### src/rtl/space_invaders_pkg.sv
// Shared geometry, lookup helpers and the enemy-shot state type for the
// Space Invaders game blocks (enemy grid, ship, player bullet, enemy shot).
package space_invaders_pkg;

  localparam logic [9:0] ENEMY_W  = 10'd32;
  localparam logic [9:0] ENEMY_H  = 10'd32;
  localparam logic [9:0] SHOT_W   = 10'd4;
  localparam logic [9:0] SHOT_H   = 10'd8;
  localparam logic [9:0] SHIP_Y   = 10'd440;
  localparam logic [9:0] SHIP_W   = 10'd40;
  localparam logic [9:0] SHIP_H   = 10'd20;
  localparam logic [9:0] SCREEN_H = 10'd480;

  // Enemy shot controller states
  typedef enum logic [2:0] {
    ST_COOLDOWN,
    ST_SELECT,
    ST_FLYING,
    ST_HIT,
    ST_DEAD
  } shot_state_t;

  // Left edge of an enemy column, taken from a constant table
  function automatic logic [9:0] col_x(input logic [2:0] col);
    case (col)
      3'd0:    col_x = 10'd180;
      3'd1:    col_x = 10'd260;
      3'd2:    col_x = 10'd340;
      3'd3:    col_x = 10'd420;
      3'd4:    col_x = 10'd500;
      3'd5:    col_x = 10'd580;
      3'd6:    col_x = 10'd660;
      default: col_x = 10'd740;
    endcase
  endfunction

  // Top edge of an enemy row
  function automatic logic [9:0] row_y(input logic [1:0] row);
    case (row)
      2'd1:    row_y = 10'd90;
      2'd2:    row_y = 10'd140;
      default: row_y = 10'd40;
    endcase
  endfunction

endpackage

### src/rtl/lfsr8.sv
// Seedable 8-bit Fibonacci LFSR (taps 8,6,5,4), advancing every clock.
module lfsr8 #(
  parameter logic [7:0] SEED = 8'hA5
) (
  input  logic       clk,
  input  logic       reset,
  output logic [7:0] q
);

  logic feedback;

  assign feedback = q[7] ^ q[5] ^ q[4] ^ q[3];

  // Shift left and insert the tap XOR; reset restores the seed
  always_ff @(posedge clk or posedge reset) begin
    if (reset) q <= SEED;
    else       q <= {q[6:0], feedback};
  end

endmodule

### src/rtl/enemy_shot.sv
// Enemy-fire controller: picks a living column, drops one shot below the
// lowest living enemy in it, moves it down, and scores hits on the player.
module enemy_shot
  import space_invaders_pkg::*;
#(
  parameter int unsigned COOLDOWN_CYC = 25_000_000,
  parameter int unsigned MOVE_DIV     = 200_000,
  parameter int unsigned STEP         = 1,
  parameter int unsigned LIVES        = 3
) (
  input  logic        clk,
  input  logic        reset,
  input  logic [9:0]  h_counter,
  input  logic [9:0]  v_counter,
  input  logic [23:0] enemy_alive,
  input  logic [9:0]  posX_Nave,
  output logic        shot_active,
  output logic [9:0]  posX_shot,
  output logic [9:0]  posY_shot,
  output logic        player_hit,
  output logic [1:0]  lives,
  output logic        vivo_jogador,
  output logic [7:0]  R,
  output logic [7:0]  G,
  output logic [7:0]  B
);

  localparam logic [31:0] COOL_LAST  = 32'(COOLDOWN_CYC - 1);
  localparam logic [31:0] MOVE_LAST  = 32'(MOVE_DIV - 1);
  localparam logic [9:0]  STEP_PX    = 10'(STEP);
  localparam logic [1:0]  LIVES_INIT = 2'(LIVES);
  localparam logic [9:0]  SHOT_XOFF  = 10'd14;

  shot_state_t state, state_next;
  logic [31:0] cnt, cnt_next;
  logic [2:0]  col, col_next, tries, tries_next;
  logic [9:0]  pos_x_next, pos_y_next;
  logic        active_next, hit_next;
  logic [1:0]  lives_next;
  logic [7:0]  lfsr_q;
  logic        col_alive, overlap, pixel_on;
  logic [9:0]  spawn_y, ny;
  logic [10:0] ship_right, shot_right, shot_bottom, ny_bottom;

  lfsr8 #(.SEED(8'hA5)) u_lfsr (
    .clk   (clk),
    .reset (reset),
    .q     (lfsr_q)
  );

  assign col_alive = enemy_alive[{2'd0, col}] | enemy_alive[{2'd1, col}] |
                     enemy_alive[{2'd2, col}];
  assign spawn_y   = enemy_alive[{2'd2, col}] ? row_y(2'd2) + ENEMY_H :
                     enemy_alive[{2'd1, col}] ? row_y(2'd1) + ENEMY_H :
                                                row_y(2'd0) + ENEMY_H;

  assign ny          = posY_shot + STEP_PX;
  assign ship_right  = {1'b0, posX_Nave} + {1'b0, SHIP_W};
  assign shot_right  = {1'b0, posX_shot} + {1'b0, SHOT_W};
  assign shot_bottom = {1'b0, posY_shot} + {1'b0, SHOT_H};
  assign ny_bottom   = {1'b0, ny} + {1'b0, SHOT_H};
  assign overlap     = ({1'b0, posX_shot} < ship_right) &&
                       ({1'b0, posX_Nave} < shot_right) &&
                       (ny < SHIP_Y + SHIP_H) &&
                       ({1'b0, SHIP_Y} < ny_bottom);

  assign vivo_jogador = (lives != 2'd0);

  // FSM state register; reset drops back into cooldown
  always_ff @(posedge clk or posedge reset) begin
    if (reset) state <= ST_COOLDOWN;
    else       state <= state_next;
  end

  // Next-state and datapath updates; the hit test outranks the bottom test
  always_comb begin
    state_next  = state;
    cnt_next    = cnt;
    col_next    = col;
    tries_next  = tries;
    pos_x_next  = posX_shot;
    pos_y_next  = posY_shot;
    active_next = shot_active;
    hit_next    = 1'b0;
    lives_next  = lives;
    case (state)
      ST_COOLDOWN: begin
        if (cnt == COOL_LAST) begin
          state_next = ST_SELECT;
          cnt_next   = 32'd0;
          col_next   = lfsr_q[2:0];
          tries_next = 3'd0;
        end else begin
          cnt_next = cnt + 32'd1;
        end
      end
      ST_SELECT: begin
        if (col_alive) begin
          pos_x_next  = col_x(col) + SHOT_XOFF;
          pos_y_next  = spawn_y;
          active_next = 1'b1;
          cnt_next    = 32'd0;
          state_next  = ST_FLYING;
        end else if (tries == 3'd7) begin
          cnt_next   = 32'd0;
          state_next = ST_COOLDOWN;
        end else begin
          col_next   = col + 3'd1;
          tries_next = tries + 3'd1;
        end
      end
      ST_FLYING: begin
        if (cnt == MOVE_LAST) begin
          cnt_next = 32'd0;
          if (overlap) begin
            state_next  = ST_HIT;
            hit_next    = 1'b1;
            active_next = 1'b0;
            lives_next  = (lives == 2'd0) ? 2'd0 : lives - 2'd1;
          end else if (ny > SCREEN_H - SHOT_H) begin
            state_next  = ST_COOLDOWN;
            active_next = 1'b0;
          end else begin
            pos_y_next = ny;
          end
        end else begin
          cnt_next = cnt + 32'd1;
        end
      end
      ST_HIT: begin
        cnt_next   = 32'd0;
        state_next = (lives == 2'd0) ? ST_DEAD : ST_COOLDOWN;
      end
      ST_DEAD: begin
        state_next = ST_DEAD;
      end
      default: begin
        state_next = ST_COOLDOWN;
        cnt_next   = 32'd0;
      end
    endcase
  end

  // Datapath registers: counters, shot position, hit pulse and lives
  always_ff @(posedge clk or posedge reset) begin
    if (reset) begin
      cnt         <= 32'd0;
      col         <= 3'd0;
      tries       <= 3'd0;
      posX_shot   <= 10'd0;
      posY_shot   <= 10'd0;
      shot_active <= 1'b0;
      player_hit  <= 1'b0;
      lives       <= LIVES_INIT;
    end else begin
      cnt         <= cnt_next;
      col         <= col_next;
      tries       <= tries_next;
      posX_shot   <= pos_x_next;
      posY_shot   <= pos_y_next;
      shot_active <= active_next;
      player_hit  <= hit_next;
      lives       <= lives_next;
    end
  end

  assign pixel_on = shot_active &&
                    (h_counter >= posX_shot) && ({1'b0, h_counter} < shot_right) &&
                    (v_counter >= posY_shot) && ({1'b0, v_counter} < shot_bottom);

  // Registered shot colour: yellow inside the shot, black elsewhere
  always_ff @(posedge clk or posedge reset) begin
    if (reset) begin
      R <= 8'h00;
      G <= 8'h00;
      B <= 8'h00;
    end else begin
      R <= pixel_on ? 8'hFF : 8'h00;
      G <= pixel_on ? 8'hFF : 8'h00;
      B <= 8'h00;
    end
  end

endmodule

### config.mk
export PLATFORM = sky130hd
export DESIGN_NAME = enemy_shot
export DESIGN_NICKNAME = d
export VERILOG_FILES = /design/src/rtl/space_invaders_pkg.sv /design/src/rtl/lfsr8.sv /design/src/rtl/enemy_shot.sv
export SDC_FILE = /design/constraint.sdc
export NUM_CORES = 1
export LEC_CHECK = 0
export ABC_CLOCK_PERIOD_IN_PS = 7100
export CORE_UTILIZATION = 57
export DETAILED_ROUTE_END_ITERATION = 8
export PLACE_DENSITY = 0.95
export SYNTH_ARGS = -nofsm -noshare
export SYNTH_HDL_FRONTEND = slang
export SYNTH_SLANG_ARGS = --single-unit
### constraint.sdc
create_clock -name clk -period 7.1 [get_ports clk]
set_clock_uncertainty 0.2 [all_clocks]
set_input_delay 1.42 -clock clk [delete_from_list [all_inputs] [get_ports clk]]
set_output_delay 1.42 -clock clk [all_outputs]
set_load 0.05 [all_outputs]
Word-level counts from Yosys, hierarchy flattened
Cells that the tools add are included.
Word-level totals
  register bits after elaboration: 81
  input port bits: 56
  output and inout bits: 49
  word-level logic and storage cells: 128
Cells by class
  muxes and demuxes: 47
  $add $sub $neg: 10
  equality and inequality tests: 22
  reduce and logical (&&, ||, !) cells: 20
  magnitude comparators: 12
  bitwise gates (word level): 6
Operators with widths (count)
  two-way mux 32 bit: 4
  one-hot mux 32 bit (4 select lines): 1
  one-hot mux 10 bit (7 select lines): 1
  two-way mux 10 bit: 6
  less-than comparator 10 x 11 -> 1 bit: 4
  two-way mux 3 bit: 13
  adder 32 x 1 -> 32 bit, second input constant: 1
  equality test 32 x 18 -> 1 bit, second input constant: 1
  equality test 32 x 25 -> 1 bit, second input constant: 1
  adder 10 x 4 -> 11 bit, second input constant: 2
  >= comparator 10 bit: 2
  one-hot mux 10 bit (2 select lines): 1
  two-way mux 8 bit: 2
  equality test 3 bit, second input constant: 5
  one-hot mux 3 bit (5 select lines): 1
  != test 2 bit, second input constant: 7
  equality test 3 x 2 -> 1 bit, second input constant: 4
  one-hot mux 3 bit (2 select lines): 2
  AND reduction 4 bit: 3
  adder 10 x 3 -> 11 bit, second input constant: 1
  adder 10 x 6 -> 11 bit, second input constant: 1
  less-than comparator 9 x 11 -> 1 bit, first input constant: 1
  adder 10 x 1 -> 10 bit, second input constant: 1
  adder 10 x 4 -> 10 bit, second input constant: 1
  24 further kinds: 51

Depth between registers and ports, before layout
  word-level depth: 8
  mapped depth: 13
  depth with buffers taken out: 12

By module
A second synthesis with hierarchy kept.
Second synthesis, totals
  cells, all modules: 613
  area total of the unflattened synthesis: 5524.0 um2
By module, submodules not included
  enemy_shot: instances 1, seq. area each 1579.0 um2, cells each 601, area each 5288.8 um2
  lfsr8: instances 1, seq. area each 205.2 um2, cells each 12, area each 235.2 um2

Worst setup path before layout
No wires, ideal clock.
  path type: input to register
  start point: input posX_Nave[3]
  end point: register posY_shot[4]
  cell stages on the path: 12
  setup time: 120 ps
  arrival: 3610 ps
  data required time: 6780 ps
  path buffers: 1
  setup slack: 3169 ps
  path through: ha_1 -> o21ai_0 -> xor2_1 -> ha_1 -> a2111o_1 -> a21oi_1 -> o31ai_1 -> o211ai_1 -> o2111ai_1 -> a21o_1 -> buf_6 -> a31o_2
On the way
  longest elaborated chain between the ends: 7
  elaborated cells between the ends (all ways): 8
  classes of those cells: add/sub (1); order compare (2); eq/ne (1); reduce/logical (4)
Ends and longest elaborated chain
  from (decl): RTL line enemy_shot.sv:16  | input logic [9:0] posX_Nave,
  adder 10 x 6 -> 11 bit: RTL line enemy_shot.sv:58  | assign ship_right = {1'b0, posX_Nave} + {1'b0, SHIP_W};
  less-than comparator 10 x 11 -> 1 bit: RTL line enemy_shot.sv:62  | assign overlap = ({1'b0, posX_shot} < ship_right) &&
  logical AND 1 bit *: RTL line enemy_shot.sv:62
  logical AND 1 bit *: RTL line enemy_shot.sv:63  | ({1'b0, posX_Nave} < shot_right) &&
  logical AND 1 bit *: RTL line enemy_shot.sv:64  | (ny < SHIP_Y + SHIP_H) &&
  != test 2 bit (no source line) *
  AND reduction 5 bit (no source line) *
  to (signal assigned): RTL line enemy_shot.sv:160  | posY_shot <= pos_y_next;
  to (decl): RTL line enemy_shot.sv:19  | output logic [9:0] posY_shot,
Every way passes the cells marked *; elsewhere a longest branch is shown, timed or not.
A chain may end at the register's enable or synchronous reset.

Final worst setup path
  start point: input posX_Nave[3]
  end point: register posY_shot[8]
Same word-level chain as after synthesis.

==> metrics.cfg <==
[die]
initial_utilization_pct = 58.5
chipWidth_um = 99.1
design.portCount = 105
number_of_core_rows = 35
design.core.area_mm2 = 0.00920
design.die.area_mm2 = 0.00983
die_h_um = 99.1

[layout]
multiInputGateArea_mm2 = 0.00322
design.final.nets = 786
final_core_utilization_pct = 70.1
fill_cells = 649
area_of_all_sequential_standard_cells_mm2 = 0.00178
design_area_mm2 = 0.00644
n_antenna_cell = 0
synthesis_to_layout_area_growth_pct = 19.8
drive_gt1_share_pct = 7.01

[clock_tree]
number_of_cells_upsized_or_downsized_after_cts = 0
numCtsBuffers = 9
cts.clk_slew.worst_paths_ps = 80
postCtsHoldBufs = 0
postCtsSetupBuffers = 0
clkLatencyLatePin_ps = 350
cts_tree = built
htreeDepth = 3
cts.path.max_buffers = 2
cts_root_buffer = clkbuf_8
cts_sinks = 71

[grt]
pin_count_of_the_biggest_net_entering_global_routing = 72
gr-usage-all-layers_pct = 27.5
grt-ovfl-total = 0
first_global_vias = 4650
grt_first_pass_wirelength_um = 21700
grt_antenna_before_repair = 0

[synthesis]
synth.cell_area_mm2 = 0.00538
synth_ff_type = dfrtp_1
synth.cells.most_frequent = 65 x dfrtp_1, 65 x o21ai_0, 63 x nand2_1, 50 x nor2_1, 49 x ha_1
synth_largest_area_cell = dfrtp_1
post_synth_main_area_contributors = dfrtp_1 30%, ha_1 11%, o21ai_0 6.0%
async_reset_ff_share_pct = 100
synth_enable_flop_cells = 0
postSynthCellCount = 609
post_synthesis_sequential_area_ratio_pct = 33.2
post-synth-top-area-fraction_pct = 30.2
postSynthAreaPerCell_um2 = 8.83
synth_seq_cells = 71
synthDistinctLibCells = 69
yosys_warnings = 0

[worst_setup_path]
timing.critical_path.mode_cell = ha_1
crit_path_cell_trace = clkdlybuf4s50_1, ha_1, o21ai_0, xor2_1, ha_1, a2111o_1, a21oi_1, o31ai_1, o211ai_1, o2111ai_1, a21o_1, a32o_1
cp_slowest_cell = clkdlybuf4s50_1
cp.required_ps = 7140
crit_path_start_kind = primary input
critical_path.max_stage_delay_ps = 510
path_buf_inv = 1
cp_data_arrival_time_ps = 4520
timing.setup.critical_path_class = primary input to flop
worst-path-max-fanout = 17
cp-end-kind = flop
critical-path-top-delay-family = compound AO/OA/AOI/OAI gates

[sta]
worst_slew_pin_slew_ps = 891
max-slew-margin-rel_pct = 40.6
report.final.setup_viol = 0
finalHoldViolations = 0
post-route-period-util_pct = 63.0
maxClockFrequency_mhz = 223
rsz0062_at_grt = false
worst_slack_ps = 2620
accumulated_negative_setup_slack_ps = 0
post-route-min-period_ps = 4480
report.final.slew_viol_count = 0

[drt]
detail_route.iter0.violations = 432
drtPass1Iterations = 5
drt-wirelength-per-cell_um = 16.5
route.vias.total = 4891
drcViolationCount = 0
via_per_inst = 6.14
totalWireLength_um = 13100
route.antenna.remaining_nets = 0

[status]
outcome = complete, no violations

[placement]
io_buffers = 93
place_congestion = 0.860
post_dp_cell_area_mm2 = 0.00620
place_hpwl_um = 9520
place_worst_setup_slack_ps = 2290

[power]
ir_drop_mv = 0.198
powerDensity_mw_per_mm2 = 190
finalPower_mw = 1.23
power.static_leakage_nw = 2.79

[job]
drv_cap = 0

[worst_hold_path]
hp-class = flop to flop

-- flip-flops by register name (all words and copies together) (netlist names) --
register	flops
G	1
cnt	32
col	3
lives	2
player_hit	1
posX_shot	7
posY_shot	10
shot_active	1
state	3
tries	3
u_lfsr.q	8
-- cell type report --
type	count	area share [%]
multi-input combinational	474	50.0
sequential	71	27.7
timing repair buffer	94	14.6
tap	111	2.16
clock buffer	9	1.92
clock inverter	7	1.88
inverter	30	1.75
-- path summary, 6_finish.rpt --
path / from / endpoint / slack [ps] / cells past startpoint
min: u_lfsr.q[6] / u_lfsr.q[7] / 160 / 0
min reg2reg: u_lfsr.q[6] / u_lfsr.q[7] / 160 / 0
max in group asynchronous: reset / posY_shot[0] / 4670 / 3
max reg2reg: posY_shot[1] / posY_shot[8] / 3720 / 8
max: posX_Nave[3] / posY_shot[8] / 2620 / 12
min in group asynchronous: reset / u_lfsr.q[3] / 1460 / 3
-- placed cells by master, fill, tap and decap left out, types with 5 or more instances in the layout --
cell	instances
a21oi_1	24
nand3_1	24
mux4_2	6
nor3b_1	8
nor2b_1	5
nor3_1	12
clkdlybuf4s50_1	93
nor2_1	50
nand2_1	63
a31oi_1	7
xor2_1	14
conb_1	11
dfstp_2	6
nand4_1	12
ha_1	49
xnor2_1	14
clkbuf_8	9
o31ai_1	6
dfrtp_1	65
and4_1	6
a21o_1	6
o21ai_0	65
inv_1	27
and3_1	15
-- where the power goes --
part	switching (mW)	internal (mW)	total (mW)
clock network	0.161	0.234	0.395
logic	0.167	0.131	0.299
registers	0.0770	0.456	0.533
total	0.405	0.820	1.23
-- kinds of logic after synthesis --
| group | after synthesis | share of synthesized area (%) |
|---|---|---|
| buffers and inverters | 74 | 7.58 |
| AO/OA/AOI/OAI | 147 | 16.8 |
| XOR/XNOR | 28 | 4.56 |
| AND/OR/NAND/NOR | 226 | 21.8 |
| adder cells (fa/ha/maj) | 50 | 11.8 |
| other | 1 | 0.0697 |
| multiplexers | 12 | 4.23 |
| flip-flops | 71 | 33.2 |
-- metal layers --
metal / track usage [%] / up-vias / part of all wire, %
li1: - / 2310 / -
met1: 35.4 / 2335 / 42
met2: 46.3 / 218 / 49
met3: 4.36 / 28 / 6.3
met4: 12.0 / 0 / 2.5
met5: 0 / - / 0
-- through the flow --
step | instances | hold slack (ps)
after floorplan | 619 | 133
after global placement | 780 | 139
after detailed placement | 780 | 144
after CTS | 796 | 164
after global routing | 796 | 175
final | 796 | 161
Power figures use the tool's default switching activity.
